`src/rtl/uart_rx.sv`:
```
// 8N1 serial receiver, LSB first: 2-flop input synchronizer, mid-bit sampling FSM,
// holding register with valid/ack handshake, framing-error and overrun pulses.
//
// state | meaning
// IDLE  | line idle, waiting for rxs to fall
// START | confirming the start bit at half-bit
// DATA  | sampling 8 data bits, one per bit period
// STOP  | sampling the stop bit; load holding register or flag ferr
// BREAK | stop bit was low; wait for the line to return high
module uart_rx #(
  parameter int BAUDRATE = 1250
) (
  input  logic       clk,
  input  logic       rstn,
  input  logic       rx,
  input  logic       ack,
  output logic [7:0] data,
  output logic       valid,
  output logic       ferr,
  output logic       ovr
);

  localparam int CW = $clog2(BAUDRATE);
  localparam logic [CW-1:0] HALF_M1 = CW'(BAUDRATE / 2 - 1);
  localparam logic [CW-1:0] FULL_M1 = CW'(BAUDRATE - 1);

  typedef enum logic [2:0] {
    S_IDLE  = 3'd0,
    S_START = 3'd1,
    S_DATA  = 3'd2,
    S_STOP  = 3'd3,
    S_BREAK = 3'd4
  } state_e;

  state_e          state_q, state_d;
  logic            sync1_q, rxs_q;
  logic [CW-1:0]   cnt_q, cnt_d;
  logic [2:0]      bitcnt_q, bitcnt_d;
  logic [7:0]      shift_q, shift_d;
  logic [7:0]      data_q, data_d;
  logic            valid_q, valid_d;
  logic            ferr_q, ferr_d;
  logic            ovr_q, ovr_d;
  logic            tick;

  always_ff @(posedge clk or negedge rstn) begin
    if (!rstn) begin
      sync1_q  <= 1'b1;
      rxs_q    <= 1'b1;
      state_q  <= S_IDLE;
      cnt_q    <= '0;
      bitcnt_q <= '0;
      shift_q  <= '0;
      data_q   <= '0;
      valid_q  <= 1'b0;
      ferr_q   <= 1'b0;
      ovr_q    <= 1'b0;
    end else begin
      sync1_q  <= rx;
      rxs_q    <= sync1_q;
      state_q  <= state_d;
      cnt_q    <= cnt_d;
      bitcnt_q <= bitcnt_d;
      shift_q  <= shift_d;
      data_q   <= data_d;
      valid_q  <= valid_d;
      ferr_q   <= ferr_d;
      ovr_q    <= ovr_d;
    end
  end

  // START waits half a bit so every later tick lands mid-bit
  assign tick = (state_q == S_START) ? (cnt_q == HALF_M1) : (cnt_q == FULL_M1);

  always_comb begin
    state_d  = state_q;
    cnt_d    = tick ? '0 : cnt_q + 1'b1;
    bitcnt_d = bitcnt_q;
    shift_d  = shift_q;
    data_d   = data_q;
    valid_d  = valid_q;
    ferr_d   = 1'b0;
    ovr_d    = 1'b0;

    if (ack && valid_q) valid_d = 1'b0;

    unique case (state_q)
      S_IDLE: begin
        cnt_d = '0;
        if (!rxs_q) state_d = S_START;
      end
      S_START: begin
        if (tick) begin
          bitcnt_d = '0;
          state_d  = rxs_q ? S_IDLE : S_DATA;
        end
      end
      S_DATA: begin
        if (tick) begin
          shift_d[bitcnt_q] = rxs_q;
          if (bitcnt_q == 3'd7) state_d = S_STOP;
          else                  bitcnt_d = bitcnt_q + 3'd1;
        end
      end
      S_STOP: begin
        if (tick) begin
          if (rxs_q) begin
            // a completing frame wins over a same-cycle ack
            data_d  = shift_q;
            valid_d = 1'b1;
            ovr_d   = valid_q && !ack;
            state_d = S_IDLE;
          end else begin
            ferr_d  = 1'b1;
            state_d = S_BREAK;
          end
        end
      end
      S_BREAK: begin
        cnt_d = '0;
        if (rxs_q) state_d = S_IDLE;
      end
      default: begin
        cnt_d   = '0;
        state_d = S_IDLE;
      end
    endcase
  end

  assign data  = data_q;
  assign valid = valid_q;
  assign ferr  = ferr_q;
  assign ovr   = ovr_q;

endmodule

```
`config.mk`:
```
export PLATFORM = sky130hd
export DESIGN_NAME = uart_rx
export DESIGN_NICKNAME = d
export VERILOG_FILES = /design/src/rtl/uart_rx.sv
export SDC_FILE = /design/constraint.sdc
export NUM_CORES = 1
export LEC_CHECK = 0
export ABC_AREA = 1
export CORE_MARGIN = 1.5
export CORE_UTILIZATION = 28
export DETAILED_ROUTE_END_ITERATION = 8
export GPL_ROUTABILITY_DRIVEN = 0
export PLACE_DENSITY = 0.54
export SLEW_MARGIN = 20
export SYNTH_ARGS = -nofsm -noshare
export SYNTH_HDL_FRONTEND = slang
export SYNTH_SLANG_ARGS = --single-unit
```
`constraint.sdc`:
```
create_clock -name clk -period 3.9 [get_ports clk]
set_clock_uncertainty 0.1 [all_clocks]
set_input_delay 0.585 -clock clk [delete_from_list [all_inputs] [get_ports clk]]
set_output_delay 0.585 -clock clk [all_outputs]
set_load 0.01 [all_outputs]
```
==> impl_metrics.py, run 1 <==
metrics = {
    "timing": {
        "worst_pin_slew_ns": 0.835,
        "max_freq_ghz": 0.533,
        "setup_viol": 0,
        "rsz0062_at_grt": "no",
        "finalSetupTns_ns": 0,
        "min_period_ns": 1.88,
        "timing.final.max_slew_violations": 0,
        "period_share_pct": 48.1,
        "slew_headroom_pct": 44.3,
        "hold_viol": 0,
    },
    "clocking": {
        "cts.repair.resized": 0,
        "htree_num_levels": 2,
        "cts_hold_repair.buffers": 0,
        "tritoncts": "yes",
        "numCtsBuffers": 5,
        "clock-root-buffer": "clkbuf_8",
        "cts.path.max_buffers": 2,
        "clkSinkCount": 38,
        "insertion_delay_ns": 0.29,
        "path_clk_slew_ns": 0.08,
        "post-cts-setup-buffers": 0,
    },
    "routing": {
        "wl_um": 3460,
        "drt-wirelength-per-cell_um": 10.6,
        "drt_iter0_drc": 59,
        "routed_via_density": 4.52,
        "ant_nets": 0,
        "route.vias.total": 1468,
        "drc_errors": 1,
        "first_pass_iters": 6,
    },
    "finish": {
        "seq_area_um2": 953,
        "num_antenna_cells": 0,
        "multiInputGateArea_um2": 835,
        "final_nets": 254,
        "fillers": 681,
        "drive_above_1_share_pct": 11.3,
        "area_growth_pct": 15.8,
    },
    "die": {
        "placement_rows": 29,
        "die_x_um": 85.5,
        "die_area_um2": 7310,
        "start_util_pct": 29.5,
        "core_um2": 6460,
        "fp.dieH_um": 85.5,
        "io_pins": 15,
    },
    "hold_path": {
        "hp-class": "reg2reg",
    },
    "synthesis": {
        "synth.distinct_cells": 25,
        "synth-warning-count": 0,
        "syn-num-nets": 238,
        "ys_seq_area_share_pct": 50.1,
        "syn_area_um2": 1900,
        "syn-instance-count": 231,
        "synth_edf_count": 0,
        "synthArstFlopShare_pct": 100,
        "yosys.area.top_type": "dfrtp_1",
        "syn_area_per_cell_um2": 8.24,
        "synth_ff_type": "dfrtp_1",
        "ys_ff_latch": 38,
        "netlist_top_cells_area": "dfrtp_1 47%, nand2_1 13%, nand4_1 5.9%",
        "post-synth-top-area-fraction_pct": 47.3,
    },
    "critical_path": {
        "start_kind": "flop",
        "crit_arrival_ns": 1.19,
        "setup.worst_path.class": "reg2out",
        "critPathTopFamily": "buffers and inverters",
        "crit_fanout": 2,
        "cp_data_required_time_ns": 3.21,
        "worstPathCellList": "clkdlybuf4s50_1",
        "cpPeakStageDelay_ns": 0.54,
        "reg2reg_slack_ns": 2.08,
        "critPathBufInv": 1,
        "endpoint_kind": "output port",
        "crit_slowest_cell": "clkdlybuf4s50_1",
    },
    "pwr": {
        "p_leak_nw": 1.07,
        "power_density_nw_per_um2": 313,
        "ir_drop_v": 0.000149,
        "report.power.total_w": 0.000690,
    },
    "global_route": {
        "grt_pass1_vias": 1403,
        "grt_overflow_total": 0,
        "grt_util_all_layers_pct": 10.7,
        "grt_pass1_wl_um": 6220,
        "antenna_found_initial": 0,
        "grt_max_degree": 39,
    },
    "placed_design": {
        "place_hpwl_um": 2450,
        "io_buffers": 14,
    },
    "status": {
        "status": "finished, violations left",
        "violations": "design-rule violations",
    },
    "job": {
        "cap_violations": 0,
    },
}
## cells by family after synthesis
logic type                 synth area share, %
AOI/OAI and AO/OA                         2.17
xor gates and xnor gates                  2.30
adders and majority gates                 1.97
buffers and inverters                     6.70
DFF                                       50.1
and+or+nand+nor                           36.8
## state kept, by name (all words and copies together) (netlist names), 3 cells and up
signal	cells
data	8
state_q	3
shift_q	8
cnt_q	11
bitcnt_q	3
## area by class of cell
| type | instances | area share, % |
|---|---|---|
| Clock inverter | 2 | 0.568 |
| Multi-Input combinational cell | 164 | 37.9 |
| Timing Repair Buffer | 14 | 6.13 |
| Tap cell | 77 | 4.37 |
| Inverter | 24 | 4.09 |
| Clock buffer | 6 | 3.75 |
| Sequential cell | 38 | 43.2 |
## metal layers
metal | vias up | GRT usage, % | part of all wire (%)
li1 | 779 | - | -
met1 | 667 | 13.7 | 51
met2 | 17 | 17.0 | 44
met3 | 5 | 2.33 | 2.6
met4 | 0 | 4.99 | 2.0
met5 | - | 0 | 0
## report_power, final
part           switching (W)  leakage (nW)  internal, W  total (W)
combinational     0.00000859         0.510   0.00000255  0.0000111
clock               0.000139        0.0472     0.000142   0.000281
sequential        0.00000203         0.509     0.000396   0.000398
## placed cells by master (no fill, tap or decap), types with 5 or more instances in the layout
cell type         n
nor3_1           10
nand2_2           5
nor2_1           24
dfrtp_1          36
clkdlybuf4s50_1  13
inv_1            21
nand3_1          18
nand2_1          66
clkbuf_8          6
nand4_1          18
## synthesized netlist by cell type (4+ instances only)
cell     instances
nand4_1         18
dfrtp_1         36
nor2_1          24
xor2_1           4
nand2_2          5
nor3_1          11
nand2_1         66
inv_1           21
nand3_1         18
## metrics by stage
stage               util [%]  area, um^2  hold slack (ns)  instances  worst slack (ns)
floorplan                  -        1900            0.189        231              2.38
global placement        32.6        2100            0.247        317              1.87
detailed placement      32.6        2100            0.248        317              1.81
CTS                     34.0        2200            0.260        325              1.80
global route            34.1        2200            0.261        325              1.90
finish                  34.1        2200            0.258        325              2.02
## path summary, 6_finish.rpt
path | start | to | cells after the start
max | data[5] | data[5] | 1
min | sync1_q | rxs_q | 0
max reg2reg | state_q[2] | data[2] | 10
min reg2reg | sync1_q | rxs_q | 0
max in group asynchronous | rstn | data[4] | 1
min in group asynchronous | rstn | state_q[2] | 1
Note: power is estimated with default switching activity, not from simulation.
==> inputs of run 2 (changes only) <==
PLACE_DENSITY = 0.56   (was 0.54)
clock period = 1.6 ns   (was 3.9 ns; I/O delays follow)
==> impl_metrics.py, run 2 (synthesis results as in run 1) <==
metrics = {
    "timing": {
        "hold_viol": 0,
        "worst_pin_slew_ns": 0.450,
        "min_period_ns": 1.53,
        "slew_headroom_pct": 70.0,
        "period_share_pct": 95.9,
        "setup_viol": 0,
        "max_freq_ghz": 0.652,
        "rsz0062_at_grt": "yes",
        "timing.final.max_slew_violations": 0,
        "finalSetupTns_ns": 0,
    },
    "critical_path": {
        "endpoint_kind": "flop",
        "crit_fanout": 8,
        "critPathBufInv": 2,
        "cpPeakStageDelay_ns": 0.41,
        "crit_arrival_ns": 1.67,
        "worstPathCellList": "inv_1 -> nand3_1 -> nor2_4 -> nand2_4 -> nor2_8 -> buf_6 -> nand3_1 -> nand2_1",
        "crit_top_cell": "nand3_1",
        "crit_slowest_cell": "dfrtp_1",
        "cp_data_required_time_ns": 1.73,
        "start_kind": "flop",
        "setup.worst_path.class": "reg2reg",
        "critPathTopFamily": "simple AND/OR/NAND/NOR gates",
    },
    "routing": {
        "routed-wl-met3_um": 123,
        "wl_met1_um": 1950,
        "routed_via_density": 4.54,
        "drt-wirelength-per-cell_um": 11.0,
        "drt_iter0_drc": 127,
        "wl_um": 3790,
        "route.vias.total": 1566,
        "ant_nets": 0,
        "first_pass_iters": 6,
        "met2_length_um": 1680,
        "drc_errors": 2,
        "maxUsedRoutingLayer": "met4",
    },
    "die": {
        "fp.dieH_um": 85.5,
        "placement_rows": 29,
        "start_util_pct": 29.5,
        "core_um2": 6460,
        "die_area_um2": 7310,
        "io_pins": 15,
        "die_x_um": 85.5,
    },
    "status": {
        "status": "finished, violations left",
        "violations": "design-rule violations",
    },
    "finish": {
        "area_growth_pct": 31.1,
        "largest_reg_flops": 11,
        "layout_common_cells": "63 x nand2_1, 36 x dfrtp_1, 20 x inv_1, 20 x nor2_1, 18 x nand4_1",
        "num_antenna_cells": 0,
        "final_nets": 274,
        "stdcell_count": 345,
        "postLayoutCoreUtil_pct": 38.7,
        "drive_above_1_share_pct": 22.8,
        "final_common_cell": "nand2_1",
        "regMostFlops": "cnt_q",
    },
    "placed_design": {
        "dp.cells": 334,
        "io_buffers": 14,
        "place_hpwl_um": 2670,
    },
    "clocking": {
        "cts.path.max_buffers": 2,
        "path_clk_slew_ns": 0.08,
        "numCtsBuffers": 5,
        "clkSinkCount": 38,
        "insertion_delay_ns": 0.29,
        "clock-root-buffer": "clkbuf_8",
        "htree_num_levels": 2,
        "tritoncts": "yes",
    },
    "global_route": {
        "grt_util_all_layers_pct": 11.0,
        "grt_pass1_vias": 1430,
        "grt_overflow_total": 0,
        "antenna_found_initial": 0,
        "grt_max_degree": 23,
        "grt_pass1_wl_um": 6400,
    },
    "pwr": {
        "power_density_nw_per_um2": 797,
        "ir_drop_v": 0.000280,
        "report.power.total_w": 0.00199,
        "p_leak_nw": 1.22,
    },
    "job": {
        "cap_violations": 0,
    },
    "hold_path": {
        "hp-class": "in2reg",
    },
}
-- run 2: cell types whose count changed in the layout (fill, tap and decap cells not counted), sizes merged --
cell / delta
buf: +19
bufinv: +2
clkbuf: -1
clkinvlp: -1
dlygate4sd3: +1
-- run 2: area by class of cell --
| cell class | count | area (um^2) |
|---|---|---|
| fillers | 672 | 3960 |
| flip-flops and latches | 38 | 953 |
| multi-input cells | 164 | 900 |
| repair buffers | 34 | 320 |
| well taps | 77 | 96.3 |
| inverters | 24 | 90.1 |
| clock buffers | 5 | 68.8 |
| clock inverters | 3 | 68.8 |
-- run 2: metrics by stage --
step / area (um^2) / setup WS (ns) / hold slack [ns]
after floorplan: 1900 / 0.0819 / -0.156
after global placement: 2260 / 0.0187 / 0.115
after detailed placement: 2260 / 0.0252 / 0.117
after CTS: 2410 / 0.0166 / 0.238
after global routing: 2500 / -0.0742 / 0.265
final: 2500 / 0.0651 / 0.247
-- run 2: worst reg2reg max path, stage by stage (launching register included) --
cell,delay (ns)
dfrtp_1,0.41
inv_1,0.14
nand3_1,0.14
nor2_4,0.15
nand2_4,0.08
nor2_8,0.16
buf_6,0.16
nand3_1,0.08
nand2_1,0.06
-- run 2: timing repair --
item / 4_1_cts / 5_1_grt
hold buffers: 1 / 0
pin swaps: 0 / 6
endpoints found under the setup margin: 1 / 33
resized for setup: 1 / 20
endpoints found under the hold margin: 14 / 0
setup buffers: 0 / 2
-- run 2: path summary, 6_finish.rpt --
kind                           from    endpoint  slack [ns]  depth (start not counted)
max reg2reg                cnt_q[8]     data[3]        0.07                          8
max                        cnt_q[8]     data[3]        0.07                          8
max in group asynchronous      rstn    cnt_q[0]        0.61                          3
min reg2reg                 sync1_q       rxs_q        0.26                          0
min in group asynchronous      rstn  shift_q[5]        0.33                          2
min                              rx     sync1_q        0.25                          1
-- run 2: metal layers --
| metal | GRT usage, % | vias to the layer above |
|---|---|---|
| li1 | - | 823 |
| met1 | 14.7 | 716 |
| met2 | 17.3 | 23 |
| met3 | 2.63 | 4 |
| met4 | 4.40 | 0 |
| met5 | 0 | - |
-- run 2: where the power goes --
group          switching, W  internal, W  total (W)
registers        0.00000212     0.000964   0.000966
clock network      0.000359     0.000625   0.000984
logic             0.0000263    0.0000142  0.0000405
total              0.000388      0.00160    0.00199
==> inputs of run 3 (changes only) <==
PLACE_DENSITY = not set   (was 0.56)
==> impl_metrics.py, run 3 (synthesis results as in run 1) <==
metrics = {
    "finish": {
        "largest_reg_flops": 11,
        "layout_common_cells": "62 x nand2_1, 35 x dfrtp_1, 20 x inv_1",
        "stdcell_count": 344,
        "final_nets": 274,
        "postLayoutCoreUtil_pct": 38.0,
        "seq_area_um2": 955,
        "area_growth_pct": 28.9,
        "regMostFlops": "cnt_q",
        "fillers": 661,
        "drive_above_1_share_pct": 23.6,
        "multiInputGateArea_um2": 907,
        "num_antenna_cells": 0,
        "final_common_cell": "nand2_1",
    },
    "routing": {
        "wl_um": 3950,
        "routed_via_density": 4.67,
        "drc_errors": 3,
        "drt-wirelength-per-cell_um": 11.5,
        "first_pass_iters": 6,
        "ant_nets": 0,
        "drt_iter0_drc": 177,
        "route.vias.total": 1608,
    },
    "critical_path": {
        "cpPeakStageDelay_ns": 0.43,
        "crit_arrival_ns": 1.75,
        "worst-r2r-cell-count": 10,
        "crit_slowest_cell": "dfrtp_1",
        "worstPathCellList": "inv_2 -> nand2_2 -> nor2_4 -> nand2_2 -> nand2_2 -> nand2_4 -> nor2_8 -> buf_6 -> nand4_1 -> nand2_1",
        "endpoint_kind": "flop",
        "setup.worst_path.class": "reg2reg",
        "crit_fanout": 6,
        "start_kind": "flop",
        "crit_top_cell": "nand2_2",
        "cp_data_required_time_ns": 1.72,
        "rr_startpoint": "cnt_q[4]",
        "reg2reg_slack_ns": -0.03,
        "reg2reg_to": "shift_q[7]",
    },
    "pwr": {
        "p_leak_nw": 1.18,
        "power_density_nw_per_um2": 667,
        "ir_drop_v": 0.000318,
    },
    "placed_design": {
        "place_hpwl_um": 2790,
        "io_buffers": 14,
        "dp.cells": 334,
    },
    "timing": {
        "worst_slack_ns": -0.0321,
        "rsz0062_at_grt": "yes",
        "worst_pin_slew_ns": 0.427,
        "min_period_ns": 1.63,
        "timing.final.max_slew_violations": 0,
        "slew_headroom_pct": 71.5,
        "period_share_pct": 102,
        "setup_viol": 7,
        "max_freq_ghz": 0.613,
        "hold_viol": 0,
    },
    "die": {
        "core_um2": 6460,
        "fp.dieH_um": 85.5,
        "start_util_pct": 29.5,
        "placement_rows": 29,
        "die_x_um": 85.5,
        "io_pins": 15,
        "die_area_um2": 7310,
    },
    "clocking": {
        "cts.path.max_buffers": 2,
        "clock-root-buffer": "clkbuf_8",
        "tritoncts": "yes",
        "numCtsBuffers": 5,
        "htree_num_levels": 2,
        "clkSinkCount": 38,
        "insertion_delay_ns": 0.29,
        "path_clk_slew_ns": 0.08,
    },
    "global_route": {
        "grt_pass1_vias": 1604,
        "grt_pass1_wl_um": 7040,
        "grt_overflow_total": 0,
        "grt_util_all_layers_pct": 12.0,
        "antenna_found_initial": 0,
        "grt_max_degree": 23,
    },
    "hold_path": {
        "hp-class": "reg2reg",
        "hold_path.startpoint": "sync1_q",
        "worstHoldPathCells": 0,
        "whs_endpoint": "rxs_q",
    },
    "job": {
        "cap_violations": 0,
    },
    "status": {
        "status": "finished, violations left",
        "violations": "design-rule violations, negative setup slack",
    },
}
-- run 3: worst max-delay path by stage --
stage	from	end	slack (ns)	depth (start not counted)
5_1_grt	cnt_q[4]	shift_q[7]	-0.15	10
3_5_place_dp	cnt_q[4]	data[5]	-0.01	10
6_report	cnt_q[4]	shift_q[7]	-0.03	10
4_1_cts	cnt_q[4]	shift_q[7]	0.003	10
2_1_floorplan	cnt_q[0]	cnt_q[10]	0.08	9
3_3_place_gp	cnt_q[8]	data[1]	0.02	8
-- run 3: layer usage --
metal | global-route usage, % | up-vias | routed length [um]
met1 | 15.3 | 752 | 1900
met2 | 19.6 | 27 | 1850
li1 | - | 824 | -
met4 | 5.43 | 0 | 66
met3 | 2.33 | 5 | 135
met5 | 0 | - | 0
-- run 3: layout make-up --
type	instances	share of cell area, %
Sequential cell	38	38.9
Multi-Input combinational cell	164	37.0
Timing Repair Buffer	34	13.4
Tap cell	77	3.92
Inverter	24	3.67
Clock buffer	5	2.80
Clock inverter	2	0.408
-- run 3: critical path, delay by kind of cell (launching register included) --
family	cells	cell delay, ns
buffers and inverters	2	0.25
flip-flops	1	0.43
AND/OR/NAND/NOR	8	0.79
-- run 3: timing repair --
| item | 4_1_cts | 5_1_grt |
|---|---|---|
| hold endpoints to repair | 14 | 0 |
| pin swaps | 0 | 16 |
| hold buffers | 1 | 0 |
| endpoints found under the setup margin | 12 | 32 |
| gates resized for setup | 3 | 25 |
| cloned | 1 | 0 |
| buffers inserted | 0 | 1 |
-- run 3: power breakdown --
part / total [W] / internal, W / switching [W]
Clock: 0.000630 / 0.000293 / 0.000337
Combinational: 0.0000403 / 0.0000142 / 0.0000261
Sequential: 0.000966 / 0.000964 / 0.00000224
-- run 3: stage by stage --
stage	area, um^2	power (W)	setup TNS [ns]	worst slack [ns]	hold WS, ns
6_report	2450	0.00164	-0.0802	-0.0321	0.257
5_1_grt	2450	0.00171	-2.66	-0.148	0.260
4_1_cts	2360	0.00167	0	0.00282	0.251
3_5_place_dp	2260	0.00103	-0.0713	-0.0127	0.106
3_3_place_gp	2260	0.00103	0	0.0242	0.112
2_1_floorplan	1900	0.000991	0	0.0819	-0.156
